**src/rtl/instr_encoder_if.sv**
```systemverilog
// Request/response bundle for instr_encoder: symbolic instruction in, machine word plus IM address out.
interface instr_encoder_if;
  logic        in_valid;
  logic        in_ready;
  logic [3:0]  in_kind;
  logic [4:0]  in_rs;
  logic [4:0]  in_rt;
  logic [4:0]  in_rd;
  logic [15:0] in_imm;
  logic [25:0] in_target;
  logic        out_valid;
  logic        out_ready;
  logic [31:0] out_word;
  logic [31:0] out_addr;

  modport master (
    output in_valid, in_kind, in_rs, in_rt, in_rd, in_imm, in_target, out_ready,
    input  in_ready, out_valid, out_word, out_addr
  );
  modport slave (
    input  in_valid, in_kind, in_rs, in_rt, in_rd, in_imm, in_target, out_ready,
    output in_ready, out_valid, out_word, out_addr
  );
endinterface

```
**src/rtl/instr_encoder.sv**
```systemverilog
// MIPS instruction encoder with a single-entry output register and IM address counter.
// Optional macro INSTR_ENCODER_DELAY_SLOT_NOP_EN inserts a nop after every branch/jump.
module instr_encoder #(
  parameter logic [31:0] BASE_ADDR = 32'h0000_3000,
  parameter int          DEPTH     = 4096
) (
  input  logic           clk,
  input  logic           reset_n,
  input  logic           clear,
  instr_encoder_if.slave bus,
  output logic           wrap,
  output logic           err,
  output logic [15:0]    count
);
  typedef enum logic {EMIT, SLOT} state_t;

  localparam logic [31:0] LAST_ADDR = BASE_ADDR + 32'(4 * (DEPTH - 1));

  state_t      state;
  logic [31:0] enc;
  logic        legal, accept, fire, at_last;

  assign legal    = (bus.in_kind < 4'd12);
  assign bus.in_ready = !clear && (state == EMIT) && (!bus.out_valid || bus.out_ready);
  assign accept   = bus.in_valid && bus.in_ready;
  assign fire     = !clear && bus.out_valid && bus.out_ready;
  assign at_last  = (bus.out_addr == LAST_ADDR);

  always_comb begin
    enc = '0;
    case (bus.in_kind)
      4'd0:  enc = {6'h00, bus.in_rs, bus.in_rt, bus.in_rd, 5'b0, 6'h20};
      4'd1:  enc = {6'h00, bus.in_rs, bus.in_rt, bus.in_rd, 5'b0, 6'h22};
      4'd2:  enc = {6'h0D, bus.in_rs, bus.in_rt, bus.in_imm};
      4'd3:  enc = {6'h23, bus.in_rs, bus.in_rt, bus.in_imm};
      4'd4:  enc = {6'h2B, bus.in_rs, bus.in_rt, bus.in_imm};
      4'd5:  enc = {6'h04, bus.in_rs, bus.in_rt, bus.in_imm};
      4'd6:  enc = {6'h0F, 5'b0, bus.in_rt, bus.in_imm};
      4'd7:  enc = {6'h03, bus.in_target};
      4'd8:  enc = {6'h00, bus.in_rs, 15'b0, 6'h08};
      4'd9:  enc = {6'h02, bus.in_target};
      4'd10: enc = {6'h08, bus.in_rs, bus.in_rt, bus.in_imm};
      default: enc = '0;
    endcase
  end

`ifdef INSTR_ENCODER_DELAY_SLOT_NOP_EN
  logic branch;
  assign branch = (bus.in_kind == 4'd5) || (bus.in_kind == 4'd7) ||
                  (bus.in_kind == 4'd8) || (bus.in_kind == 4'd9);
`endif

  always_ff @(posedge clk or negedge reset_n) begin
    if (!reset_n) begin
      state        <= EMIT;
      bus.out_valid <= 1'b0;
      bus.out_word  <= '0;
      bus.out_addr  <= BASE_ADDR;
      wrap         <= 1'b0;
      err          <= 1'b0;
      count        <= '0;
    end else if (clear) begin
      state        <= EMIT;
      bus.out_valid <= 1'b0;
      bus.out_word  <= '0;
      bus.out_addr  <= BASE_ADDR;
      wrap         <= 1'b0;
      err          <= 1'b0;
      count        <= '0;
    end else begin
      wrap <= 1'b0;
      if (fire) begin
        bus.out_addr <= at_last ? BASE_ADDR : bus.out_addr + 32'd4;
        wrap        <= at_last;
        if (count != 16'hFFFF) count <= count + 16'd1;
      end
      if (accept && !legal) err <= 1'b1;
      // Load and drain may coincide: the new word replaces the departing one.
      if (accept && legal) begin
        bus.out_valid <= 1'b1;
        bus.out_word  <= enc;
      end else if (fire) begin
        bus.out_valid <= 1'b0;
      end
`ifdef INSTR_ENCODER_DELAY_SLOT_NOP_EN
      // SLOT blocks intake, so the branch draining is the only event here.
      if (state == SLOT && fire) begin
        bus.out_valid <= 1'b1;
        bus.out_word  <= '0;
        state        <= EMIT;
      end else if (accept && branch) begin
        state <= SLOT;
      end
`endif
    end
  end
endmodule
```
**src/flat_wrapper.sv**
```systemverilog
// flat-port wrapper written by rule: the top's interface ports become plain ports
module instr_encoder_flat 
#(
  parameter logic [31:0] BASE_ADDR = 32'h0000_3000,
  parameter int          DEPTH     = 4096
)
  (clk, reset_n, clear, wrap, err, count, bus_in_valid, bus_in_kind, bus_in_rs, bus_in_rt, bus_in_rd, bus_in_imm, bus_in_target, bus_out_ready, bus_in_ready, bus_out_valid, bus_out_word, bus_out_addr);
  instr_encoder_if bus_i ();
  input  logic clk;
  input  logic reset_n;
  input  logic clear;
  output logic wrap;
  output logic err;
  output logic [15:0] count;
  input wire logic [$bits(bus_i.in_valid)-1:0] bus_in_valid;
  input wire logic [$bits(bus_i.in_kind)-1:0] bus_in_kind;
  input wire logic [$bits(bus_i.in_rs)-1:0] bus_in_rs;
  input wire logic [$bits(bus_i.in_rt)-1:0] bus_in_rt;
  input wire logic [$bits(bus_i.in_rd)-1:0] bus_in_rd;
  input wire logic [$bits(bus_i.in_imm)-1:0] bus_in_imm;
  input wire logic [$bits(bus_i.in_target)-1:0] bus_in_target;
  input wire logic [$bits(bus_i.out_ready)-1:0] bus_out_ready;
  output wire logic [$bits(bus_i.in_ready)-1:0] bus_in_ready;
  output wire logic [$bits(bus_i.out_valid)-1:0] bus_out_valid;
  output wire logic [$bits(bus_i.out_word)-1:0] bus_out_word;
  output wire logic [$bits(bus_i.out_addr)-1:0] bus_out_addr;
  assign bus_i.in_valid = bus_in_valid;
  assign bus_i.in_kind = bus_in_kind;
  assign bus_i.in_rs = bus_in_rs;
  assign bus_i.in_rt = bus_in_rt;
  assign bus_i.in_rd = bus_in_rd;
  assign bus_i.in_imm = bus_in_imm;
  assign bus_i.in_target = bus_in_target;
  assign bus_i.out_ready = bus_out_ready;
  assign bus_in_ready = bus_i.in_ready;
  assign bus_out_valid = bus_i.out_valid;
  assign bus_out_word = bus_i.out_word;
  assign bus_out_addr = bus_i.out_addr;
  instr_encoder #(.BASE_ADDR(BASE_ADDR), .DEPTH(DEPTH)) u_core (.clk(clk), .reset_n(reset_n), .clear(clear), .bus(bus_i), .wrap(wrap), .err(err), .count(count));
endmodule
```
**config.mk**
```make
export PLATFORM = sky130hd
export DESIGN_NAME = instr_encoder_flat
export DESIGN_NICKNAME = d
export VERILOG_FILES = /design/src/rtl/instr_encoder_if.sv /design/src/rtl/instr_encoder.sv /design/src/flat_wrapper.sv
export SDC_FILE = /design/constraint.sdc
export NUM_CORES = 1
export LEC_CHECK = 0
export CAP_MARGIN = 20
export CORE_ASPECT_RATIO = 0.6
export CORE_MARGIN = 4
export CORE_UTILIZATION = 46
export CTS_BUF_LIST = sky130_fd_sc_hd__clkbuf_16
export CTS_CLUSTER_DIAMETER = 100
export CTS_CLUSTER_SIZE = 40
export DETAILED_ROUTE_END_ITERATION = 8
export GPL_TIMING_DRIVEN = 0
export PLACE_DENSITY_LB_ADDON = 0.15
export SLEW_MARGIN = 20
export SYNTH_ARGS = -nofsm -noshare
export SYNTH_HDL_FRONTEND = slang
export SYNTH_SLANG_ARGS = --single-unit
```
**constraint.sdc**
```tcl
create_clock -name clk -period 2.25 [get_ports clk]
set_input_delay 0.3375 -clock clk [delete_from_list [all_inputs] [get_ports clk]]
set_output_delay 0.3375 -clock clk [all_outputs]
set_load 0.01 [all_outputs]
```
==> summary.md <==
| Metric | Value |
|---|---|
| Clock skew | 0.0111 ns |
| Die area | about 11000 um^2 |
| # nets final | approximately 700 |
| Worst setup EP type | flop |
| Initial antenna violation count | 0 |
| Max-slew violation count | 0 |
| M1 WL | 6310 um |
| IO buf count | 144 |
| Worst skew pair latency | 0.34 ns |
| Gr ovfl total | 0 |
| Least-Margin Pin Slew | roughly 0.76 ns |
| Compound-gate portion of the synthesized area | 19.5% |
| First-pass GRT wire length | 21400 um |
| Synth top area share | ~45% |
| Top sig layer | met4 |
| Post-synth top flop | dfrtp_1 |
| Post-synth cell types | 64 |
| Top cells by area, synth | dfrtp_1 45%, nand2_1 5.0%, o21ai_0 4.8%, xor2_1 3.4%, a22oi_1 3.3% |
| Largest family of logic cells by synthesized area | simple AND/OR/NAND/NOR gates |
| Final Critical Period | 2.20 ns |
| Initial DRC Count | about 460 |
| Mapped Cells | about 470 |
| GPL Wtd Cong | roughly 0.90 |
| Synth Area in Simple Gates | a little under a quarter |
| Hold Crit Class | flop to flop |
| Clock buffer depth | 2 |
| Root buffer cell | clkbuf_16 |
| #FFs+latches synth | 80 |
| Leak pwr | 2.59 nW |
| Critical Path Fanout Max | 10 |
| Final hold slack | approximately 0.48 ns |
| H-Tree Level Count | 3 |
| CTS tree | yes |
| Total Wirelength | approximately 13000 um |
| Core Box Area | around 9000 um^2 |
| Placed cell areas | about 6000 um^2 |
| Fmax achieved | 0.455 GHz |
| Peak supply drop | about 0.37 mV |
| Sequential share of the synthesized area | between 40% and 50% |
| Synth area leader | dfrtp_1 |
| Syn Area/Cell | ~9.2 um^2 |
| Antenna Cells | 0 |
| Pre-Repair DR Iteration Count | 5 |
| Post-synth ARST share | 100% |
| Largest net degree at the start of global routing | 42 |
| RSZ-0062 raised after global routing | false |
| Ports | 150 |
| Die Wd | between 100 and 150 um |
| Share of cells above drive strength 1 | between 8 and 9% |
| CTS Buf Count | 9 |
| DR vias | ~4300 |
| Initial core utilization | between 40 and 50% |
| Clk slew on worst S/H paths | roughly 0.060 ns |
| Count leader, synth | dfrtp_1 |
| Die Span Y | 83.3 um |
| Top cells by count, synth | 78 x dfrtp_1, 58 x nand2_1, 42 x o21ai_0, 33 x nor2_1, 23 x nand3_1 |
| DRT antenna net count | 0 |
| Status | finished clean |
| Syn. warnings | 0 |
| Mapped Area | 4350 um^2 |
| Max-slew headroom | ~49% |
| # DRC | 0 |
| XOR/XNOR Fraction of Synth Area | 5.24% |
| Final Cell Area | 6360 um^2 |
| Met3 Routed Length | between 800 and 900 um |
| CP required | between 2 and 2.5 ns |
| Met2 Wirelength | 5730 um |
| Total GRT Usage | 23.6% |
| Post-synthesis adder-cell area fraction | less than 1% |
| Vias/cell | 5.64 |
| Worst setup SP type | flop |
| Setup TNS | 0 ns |
| Syn-to-layout area delta | 46.4% |
| Filler cell count | roughly 740 |
| Setup violations, final | 0 |
| Placed wire-length estimate | between 9000 and 10000 um |
| EDFF count, synth | 0 |
| Final worst path period share | approximately 98% |
| Rows | 27 |
| Vias in the first global route | approximately 4200 |
| CTS sink cnt | 80 |
| Critical Setup Path Class | flop to flop |
| PD cells | 551 nW/um^2 |
| Drt wl/cell | ~17 um |
| Mux cell area share after synthesis | less than 1% |
| Max_cap viols | 0 |
| Data arrival time of the critical path | 2.42 ns |
| Fin. Hold Viols | 0 |
==> metrics by stage <==
step                      power, mW  utilization, %  instances  worst slack, ns
after floorplan                1.70               -        475            0.305
after global placement         1.97            64.9        749            -2.06
after detailed placement       1.98            65.0        750           -0.361
after CTS                      3.54            68.6        767          -0.0496
after global routing           3.65            69.3        769          0.00703
final                          3.51            69.3        769           0.0519
==> cell families (layout without fill, tap and decap cells) <==
| logic type | after synthesis | in the layout |
|---|---|---|
| muxes | 3 | 3 |
| and+or+nand+nor | 194 | 194 |
| buffers and inverters | 38 | 202 |
| DFF | 80 | 80 |
| adders and majority gates | 3 | 3 |
| xor gates and xnor gates | 26 | 26 |
| AOI/OAI and AO/OA | 128 | 128 |
| other | 1 | 3 |
==> path summary, 6_finish.rpt <==
| kind | startpoint | end | slack, ns | cells past startpoint |
|---|---|---|---|---|
| worst max-delay path | u_core.bus.out_addr[29] | u_core.bus.out_addr[29] | 0.05 | 6 |
| worst min-delay path | u_core.bus.out_word[14] | u_core.bus.out_word[14] | 0.48 | 2 |
| worst max register to register | u_core.bus.out_addr[29] | u_core.bus.out_addr[29] | 0.05 | 6 |
| worst min register to register | u_core.bus.out_word[14] | u_core.bus.out_word[14] | 0.48 | 2 |
| max in group asynchronous | reset_n | u_core.bus.out_addr[3] | 1.10 | 3 |
| min in group asynchronous | reset_n | u_core.bus.out_addr[25] | 0.53 | 2 |
==> state kept, by name (all words and copies together), names as in the netlist <==
name / flops
u_core.bus.out_addr: 30
u_core.bus.out_valid: 1
u_core.bus.out_word: 31
u_core.count: 16
u_core.err: 1
u_core.wrap: 1
==> what timing repair did <==
action / in CTS / in global routing
pin swaps: 0 / 2
buffers inserted: 0 / 3
resized for setup: 3 / 17
gates cloned: 0 / 0
hold buffers: 1 / 0
setup endpoints to repair: 14 / 62
endpoints found under the hold margin: 16 / 0
==> critical path, cell delays in order, from the launching register on <==
cell and delay [ns]:
dfrtp_1 0.46, nor4_1 0.43, nand3_1 0.28, o31a_1 0.35
buf_6 0.16, o311a_1 0.13, a221o_1 0.26
==> cell type report <==
cell class                      count  area [um^2]  area share, %
Multi-Input combinational cell    357         2210           34.8
Buffer                             30          153           2.40
Clock buffer                        9          225           3.54
Tap cell                          130          163           2.56
Clock inverter                      7         88.8           1.40
Timing Repair Buffer              149         1490           23.4
Inverter                            7         26.3          0.413
Sequential cell                    80         2010           31.5
==> where the power goes <==
part	internal, mW	switching (mW)
clock network	0.963	0.584
logic	0.235	0.225
registers	1.47	0.0300
==> cell usage in the layout (no fill, tap or decap), types with 4 or more instances in the layout <==
cell type        synthesis  final
buf_4                    4      8
nor2_1                  33     32
clkbuf_2                 0      6
nor3_1                   8      6
clkbuf_16                0      9
nand4_1                 14     14
a22oi_1                 19     19
dfrtp_1                 78     76
xnor2_1                  9      9
a21oi_1                 16     16
and3_1                   9      9
nor2b_1                  9      8
a31oi_1                 10      9
nor4_1                   8      8
inv_1                    7      8
a222oi_1                 5      5
nand3b_1                 5      5
nand3_1                 23     23
and2_1                   7      7
clkbuf_1                22     16
xor2_1                  17     17
nand2_1                 58     58
a21o_1                   4      4
clkdlybuf4s50_1          0    142
o21ai_0                 42     42
==> routing by layer <==
metal  up-vias  track usage (%)
met2       166             35.1
li1       2055                -
met5         -                0
met1      2092             34.3
met3        27             6.11
met4         0             5.88
Power figures use the tool's default switching activity.
